===== src/rtl/usb_rx_decoder.sv =====
// usb_rx_decoder: USB full-speed receiver (sync, NRZI, destuff, PID/EOP checks, 2-byte CRC holdback).
// Define RX_CRC16_CHECK_EN to check the DATA CRC16 residual at EOP.
module usb_rx_decoder #(
  parameter int CLKS_PER_BIT = 8,
  parameter logic [6:0] DEV_ADDR = 7'd0
) (
  input  logic       clk,
  input  logic       rst,
  input  logic       dplus_in,
  input  logic       dminus_in,
  input  logic [6:0] buff_occ,
  output logic [2:0] rx_packet,
  output logic       rx_packet_valid,
  output logic       rx_transfer_active,
  output logic       rx_error,
  output logic       store_rx_packet_data,
  output logic [7:0] rx_packet_data,
  output logic       flush
);
  localparam int CW = $clog2(CLKS_PER_BIT);
  typedef enum logic [2:0] {IDLE, SYNC, PID, BODY, EOP, WAIT_IDLE} state_t;
  state_t state, nstate;
  logic dp_m, dp_s, dm_m, dm_s;
  logic [1:0] line, line_q, se0_cnt;
  logic [CW-1:0] cnt, idle_cnt;
  logic smp, se0, j, k, prev, dbit, stuff, data_ev, stuff_err, byte_done;
  logic [2:0] ones, bcnt, ptype, btype;
  logic [7:0] sh, byte_v, nbytes, hold0, hold1;
  logic [6:0] addr;
  logic pushed, is_tok, is_data, err, fin, push, crc_ok, good;
  assign line = {dp_s, dm_s};
  assign se0 = line == 2'b00;
  assign j = line == 2'b10;
  assign k = line == 2'b01;
  assign smp = cnt == CW'(CLKS_PER_BIT / 2);
  assign dbit = dp_s == prev;
  assign stuff = ones == 3'd6;
  assign data_ev = smp && !se0 && !stuff;
  assign stuff_err = smp && !se0 && stuff && dbit;
  assign byte_done = data_ev && bcnt == 3'd7;
  assign byte_v = {dbit, sh[7:1]};
  assign btype = byte_v == 8'hE1 ? 3'd1 : byte_v == 8'h69 ? 3'd2 : byte_v == 8'hC3 ? 3'd3 :
                 byte_v == 8'h4B ? 3'd4 : byte_v == 8'hD2 ? 3'd5 : byte_v == 8'h5A ? 3'd6 :
                 byte_v == 8'h1E ? 3'd7 : 3'd0;
  assign is_tok = ptype == 3'd1 || ptype == 3'd2;
  assign is_data = ptype == 3'd3 || ptype == 3'd4;
  assign rx_transfer_active = state inside {SYNC, PID, BODY, EOP};
  assign good = fin && !err && !(is_tok && addr != DEV_ADDR);
`ifdef RX_CRC16_CHECK_EN
  logic [15:0] crc;
  assign crc_ok = !is_data || crc == 16'h800D;
`else
  assign crc_ok = 1'b1;
`endif
  always_comb begin
    nstate = state;
    err = 1'b0;
    fin = 1'b0;
    push = 1'b0;
    case (state)
      IDLE: nstate = k ? SYNC : IDLE;
      SYNC: begin
        err = (smp && se0) || stuff_err || (byte_done && byte_v != 8'h80);
        if (byte_done) nstate = PID;
      end
      PID: begin
        err = (smp && se0) || stuff_err || (byte_done && btype == 3'd0);
        if (byte_done) nstate = btype >= 3'd5 ? EOP : BODY;
      end
      BODY: begin
        push = byte_done && is_data && nbytes >= 8'd2;
        err = (smp && se0 && bcnt != 3'd0) || stuff_err || (push && buff_occ >= 7'd64);
        if (smp && se0) nstate = EOP;
      end
      EOP: if (smp) begin
        fin = j && se0_cnt == 2'd2;
        err = (!se0 && !fin) || (se0 && se0_cnt == 2'd2) ||
              (fin && ((is_tok && nbytes != 8'd2) || (is_data && nbytes < 8'd2) || !crc_ok));
        if (fin) nstate = IDLE;
      end
      WAIT_IDLE: nstate = j && idle_cnt == CW'(CLKS_PER_BIT - 1) ? IDLE : WAIT_IDLE;
      default: nstate = IDLE;
    endcase
    if (err) nstate = WAIT_IDLE;
  end
  always_ff @(posedge clk or posedge rst)
    if (rst) state <= IDLE;
    else state <= nstate;
  always_ff @(posedge clk or posedge rst) begin
    if (rst) begin
      {dp_m, dp_s, dm_m, dm_s} <= 4'b1100;
      line_q <= 2'b10;
      cnt <= '0;
      idle_cnt <= '0;
      store_rx_packet_data <= 1'b0;
      rx_packet_data <= '0;
      rx_packet_valid <= 1'b0;
      rx_packet <= '0;
      flush <= 1'b0;
      rx_error <= 1'b0;
      prev <= 1'b1;
      ones <= '0;
      bcnt <= '0;
      sh <= '0;
      nbytes <= '0;
      pushed <= 1'b0;
      se0_cnt <= '0;
      ptype <= '0;
      addr <= '0;
      hold0 <= '0;
      hold1 <= '0;
`ifdef RX_CRC16_CHECK_EN
      crc <= 16'hFFFF;
`endif
    end else begin
      {dp_m, dp_s, dm_m, dm_s} <= {dplus_in, dp_m, dminus_in, dm_m};
      line_q <= line;
      cnt <= (line != line_q || cnt == CW'(CLKS_PER_BIT - 1)) ? '0 : cnt + 1'b1;
      idle_cnt <= state == WAIT_IDLE && j ? idle_cnt + 1'b1 : '0;
      store_rx_packet_data <= push && !err;
      if (push && !err) rx_packet_data <= hold0;
      rx_packet_valid <= good;
      rx_packet <= good ? ptype : 3'd0;
      flush <= err && is_data && pushed;
      rx_error <= state == IDLE && k ? 1'b0 : rx_error | err;
      if (state == IDLE) begin
        prev <= 1'b1;
        ones <= '0;
        bcnt <= '0;
        nbytes <= '0;
        pushed <= 1'b0;
        se0_cnt <= '0;
        ptype <= '0;
`ifdef RX_CRC16_CHECK_EN
        crc <= 16'hFFFF;
`endif
      end else if (smp) begin
        if (se0) se0_cnt <= se0_cnt + 1'b1;
        else begin
          prev <= dp_s;
          ones <= dbit && !stuff ? ones + 1'b1 : '0;
          if (!stuff) begin
            sh <= byte_v;
            bcnt <= bcnt + 1'b1;
          end
        end
        if (byte_done && state == PID) ptype <= btype;
        // Two-deep holdback so the trailing CRC bytes never reach the buffer
        if (byte_done && state == BODY) begin
          nbytes <= nbytes == 8'hFF ? nbytes : nbytes + 1'b1;
          if (nbytes == 8'd0) addr <= byte_v[6:0];
          hold0 <= hold1;
          hold1 <= byte_v;
        end
`ifdef RX_CRC16_CHECK_EN
        if (data_ev && state == BODY && is_data)
          crc <= {crc[14:0], 1'b0} ^ ((dbit ^ crc[15]) ? 16'h8005 : 16'h0000);
`endif
        if (push && !err) pushed <= 1'b1;
      end
    end
  end
endmodule

===== config.mk =====
export PLATFORM = sky130hd
export DESIGN_NAME = usb_rx_decoder
export DESIGN_NICKNAME = d
export VERILOG_FILES = /design/src/rtl/usb_rx_decoder.sv
export SDC_FILE = /design/constraint.sdc
export NUM_CORES = 1
export LEC_CHECK = 0
export CORE_ASPECT_RATIO = 2
export CORE_MARGIN = 2
export CORE_UTILIZATION = 25
export CTS_BUF_LIST = sky130_fd_sc_hd__clkbuf_4 sky130_fd_sc_hd__clkbuf_8
export DETAILED_ROUTE_END_ITERATION = 16
export GPL_ROUTABILITY_DRIVEN = 0
export GPL_TIMING_DRIVEN = 0
export PLACE_DENSITY_LB_ADDON = 0.12
export SLEW_MARGIN = 25
export SYNTH_ARGS = -nofsm -noshare
export SYNTH_HDL_FRONTEND = slang
export SYNTH_SLANG_ARGS = --single-unit

===== constraint.sdc =====
create_clock -name clk -period 2.45 [get_ports clk]
set_input_delay 0.3675 -clock clk [delete_from_list [all_inputs] [get_ports clk]]
set_output_delay 0.3675 -clock clk [all_outputs]
set_load 0.02 [all_outputs]

==> impl_metrics.env, run 1 <==
export IMPL_cp_slowest_cell="clkdlybuf4s50_1"
export IMPL_layout_commonest_cell="dfrtp_1"
export IMPL_worst_slew_pin_transition_ns=0.7086
export IMPL_htreeDepth=3
export IMPL_antenna_cells=0
export IMPL_setup_violations_final=0
export IMPL_worstSetupEndpointType="output port"
export IMPL_hold_class="reg -> reg"
export IMPL_track_usage=0.1275
export IMPL_clock_skew_ns=0.01913
export IMPL_utilization=0.3017
export IMPL_grtUsageMet1=0.1272
export IMPL_timing_hold_ws_ns=0.3496
export IMPL_postPlaceCellArea_um2=4491
export IMPL_portBuffers=20
export IMPL_relSlewSlack=0.5255
export IMPL_rsz0062_at_grt="no"
export IMPL_syn_inst=387
export IMPL_syn2layout_area_growth_pct=18.68
export IMPL_nFillCells=1707
export IMPL_worst_setup_path_start_kind="flop"
export IMPL_core_rowCount=65
export IMPL_grt_use_met2=0.2452
export IMPL_drtPass1Iterations=4
export IMPL_num_vias=2925
export IMPL_clock_sinks=81
export IMPL_hpwl_mm=7.688
export IMPL_ys_types=62
export IMPL_seq_area_um2=2032
export IMPL_yosys_area_top_type="dfrtp_1"
export IMPL_stdcell_count=628
export IMPL_irDropWorstVdd_mv=0.2110
export IMPL_drive_gt1_frac=0.1593
export IMPL_ant_nets=0
export IMPL_p_leak_nw=2.151
export IMPL_hold_viol=0
export IMPL_arrival_ns=1.95
export IMPL_power_density_nw_per_um2=538.4
export IMPL_finalInstanceArea_um2=4761
export IMPL_fin_nets=447
export IMPL_drt_iter0_markers=115
export IMPL_path_clk_slew_ns=0.09
export IMPL_cp_max_fo=10
export IMPL_cts_tree="yes"
export IMPL_vias_per_cell=4.658
export IMPL_clock_latency_ns=0.38
export IMPL_ios=27
export IMPL_antenna_found_initial=0
export IMPL_yosys_warnings=0
export IMPL_final_cell_mix="77 x dfrtp_1, 61 x nand2_1, 20 x clkdlybuf4s50_1"
export IMPL_multiInputGateArea_um2=1896
export IMPL_path_buf_inv=2
export IMPL_grt_busiest_layer="met2"
export IMPL_grt_pass1_vias=3126
export IMPL_drt_wirelength_per_cell_um=16.00
export IMPL_syn_num_nets=412
export IMPL_dieHeight_um=183.1
export IMPL_synth_seq_cells=81
export IMPL_synth_edf_count=0
export IMPL_fp_dieW_um=93.57
export IMPL_period_needed_ns=2.318
export IMPL_synthTopCellsByArea="dfrtp_1 48%, nand2_1 5.7%, mux2_2 5.3%, ha_1 4.4%, dfstp_2 2.6%"
export IMPL_period_share=0.9461
export IMPL_syn_area_per_cell_um2=10.37
export IMPL_start_util=0.2542
export IMPL_yosys_most_used_dff="dfrtp_1"
export IMPL_max_freq_mhz=431.4
export IMPL_status="finished, final reports clean"
export IMPL_totalWireLength_mm=10.05
export IMPL_post_route_drc_count=0
export IMPL_placedCellCount=609
export IMPL_synth_top_area_share=0.4803
export IMPL_gr_usage_met3=0.02629
export IMPL_gr_total_overflow=0
export IMPL_max_cap_violations=0
export IMPL_die_area_um2=17140
export IMPL_grt_pass1_wl_mm=16.64
export IMPL_required_ns=2.08
export IMPL_clock_path_buffers=2
export IMPL_cts_made_buffers=9
export IMPL_syn_area_um2=4011
export IMPL_crit_chain="clkbuf_2, xnor2_1, clkdlybuf4s50_1"
export IMPL_final_max_slew_violation_count=0
export IMPL_cp_slowest_stage_delay_ns=0.64
export IMPL_cpLargestDelayFamily="buffers and inverters"
export IMPL_crit_type="reg -> out"
export IMPL_power_mw=2.563
export IMPL_cts_hold_buf=0
export IMPL_core_um2=15780
export IMPL_root_buffer="clkbuf_8"
export IMPL_synth_seq_area_share=0.5066
export IMPL_synth_async_sr_flop_share=1.000
export IMPL_grt_start_max_net_pins=43
final cells by class:
| type | instances | area share |
|---|---|---|
| repair buffers | 24 | 0.05361 |
| flip-flops and latches | 81 | 0.4268 |
| well taps | 201 | 0.05283 |
| plain buffers | 18 | 0.01603 |
| clock buffers | 9 | 0.02602 |
| multi-input cells | 271 | 0.3982 |
| inverters | 17 | 0.01393 |
| clock inverters | 7 | 0.01261 |
final timing paths:
check / startpoint / to / slack (ns) / depth (start not counted)
min: dm_m / dm_s / 0.35 / 0
max in group asynchronous: rst / addr[5] / 1.43 / 3
max reg2reg: prev / rx_error / 0.14 / 5
min in group asynchronous: rst / rx_packet_data[6] / 0.38 / 2
min reg2reg: dm_m / dm_s / 0.35 / 0
max: state[2] / rx_transfer_active / 0.13 / 3
cell families after synthesis:
group,count (synthesis),share of synthesized area
AND/OR/NAND/NOR,152,0.2003
flip-flops,81,0.5066
AO/OA/AOI/OAI,66,0.1138
buffers and inverters,35,0.03462
multiplexers,21,0.05833
XOR/XNOR,18,0.04273
adder cells (fa/ha/maj),14,0.04367
flip-flops by register name, summed over array words and instances, names as in the netlist, 2 cells and up:
register,flops
hold0,8
nbytes,8
addr,7
ptype,3
state,3
se0_cnt,2
ones,3
hold1,8
rx_packet_data,8
rx_packet,3
cnt,3
sh,7
bcnt,3
line_q,2
idle_cnt,3
routing by layer:
metal,vias to the layer above,routed length (um),part of all wire
met2,43,5844,0.58
met5,-,0,0
li1,1425,-,-
met4,0,376,0.037
met3,19,215,0.021
met1,1438,3611,0.36
through the flow:
| step | setup TNS (ns) | worst slack [ns] |
|---|---|---|
| finish | 0 | 0.1321 |
| global route | 0 | 0.02488 |
| global placement | -121.55 | -1.447 |
| detailed placement | -8.691 | -0.4605 |
| CTS | 0 | 0.03228 |
| floorplan | 0 | 0.009032 |
what timing repair did:
action,in CTS,in global routing
resized for setup,8,3
buffers inserted,1,2
endpoints found under the hold margin,0,0
pin swaps,1,0
setup endpoints to repair,45,7
synth_stat cells (2+ instances only):
cell type  number
dfrtp_1        77
nand2_1        61
nor2b_1         4
a31o_2          2
a311o_1         2
a211oi_1        2
and3_1          3
nand4_1         2
and2_1          7
inv_1          17
dfstp_2         4
mux2i_1         2
xor2_1          8
o21ai_0        17
mux2_2         19
nand3b_1        5
a211o_1         2
nor4bb_1        3
and3b_1         2
nand2b_1        2
or3_1           3
o211ai_1        4
o2111ai_1       4
nand4b_1        2
nor2_1         20
nand3_1        10
buf_2           5
clkbuf_1       12
a21oi_1        12
nor3b_1         2
nor3_1         10
nor4_1          6
ha_1           14
xnor2_1         9
a31oi_1         4
o21a_1          2
o21bai_1        2
report_power, final:
| group | internal, mW | leakage, nW | switching, mW | total (mW) |
|---|---|---|---|---|
| Clock | 0.383 | 0.0844 | 0.555 | 0.939 |
| Sequential | 1.36 | 1.11 | 0.0256 | 1.38 |
| Combinational | 0.0814 | 0.961 | 0.160 | 0.241 |
| Total | 1.82 | 2.15 | 0.741 | 2.56 |
(Power assumes the default switching activity.)
==> run 2: changes to the inputs <==
- GPL_ROUTABILITY_DRIVEN: 0 -> not set
==> results of run 2 <==
Same layout as run 1: the final DEF is identical, and so are final timing and power.
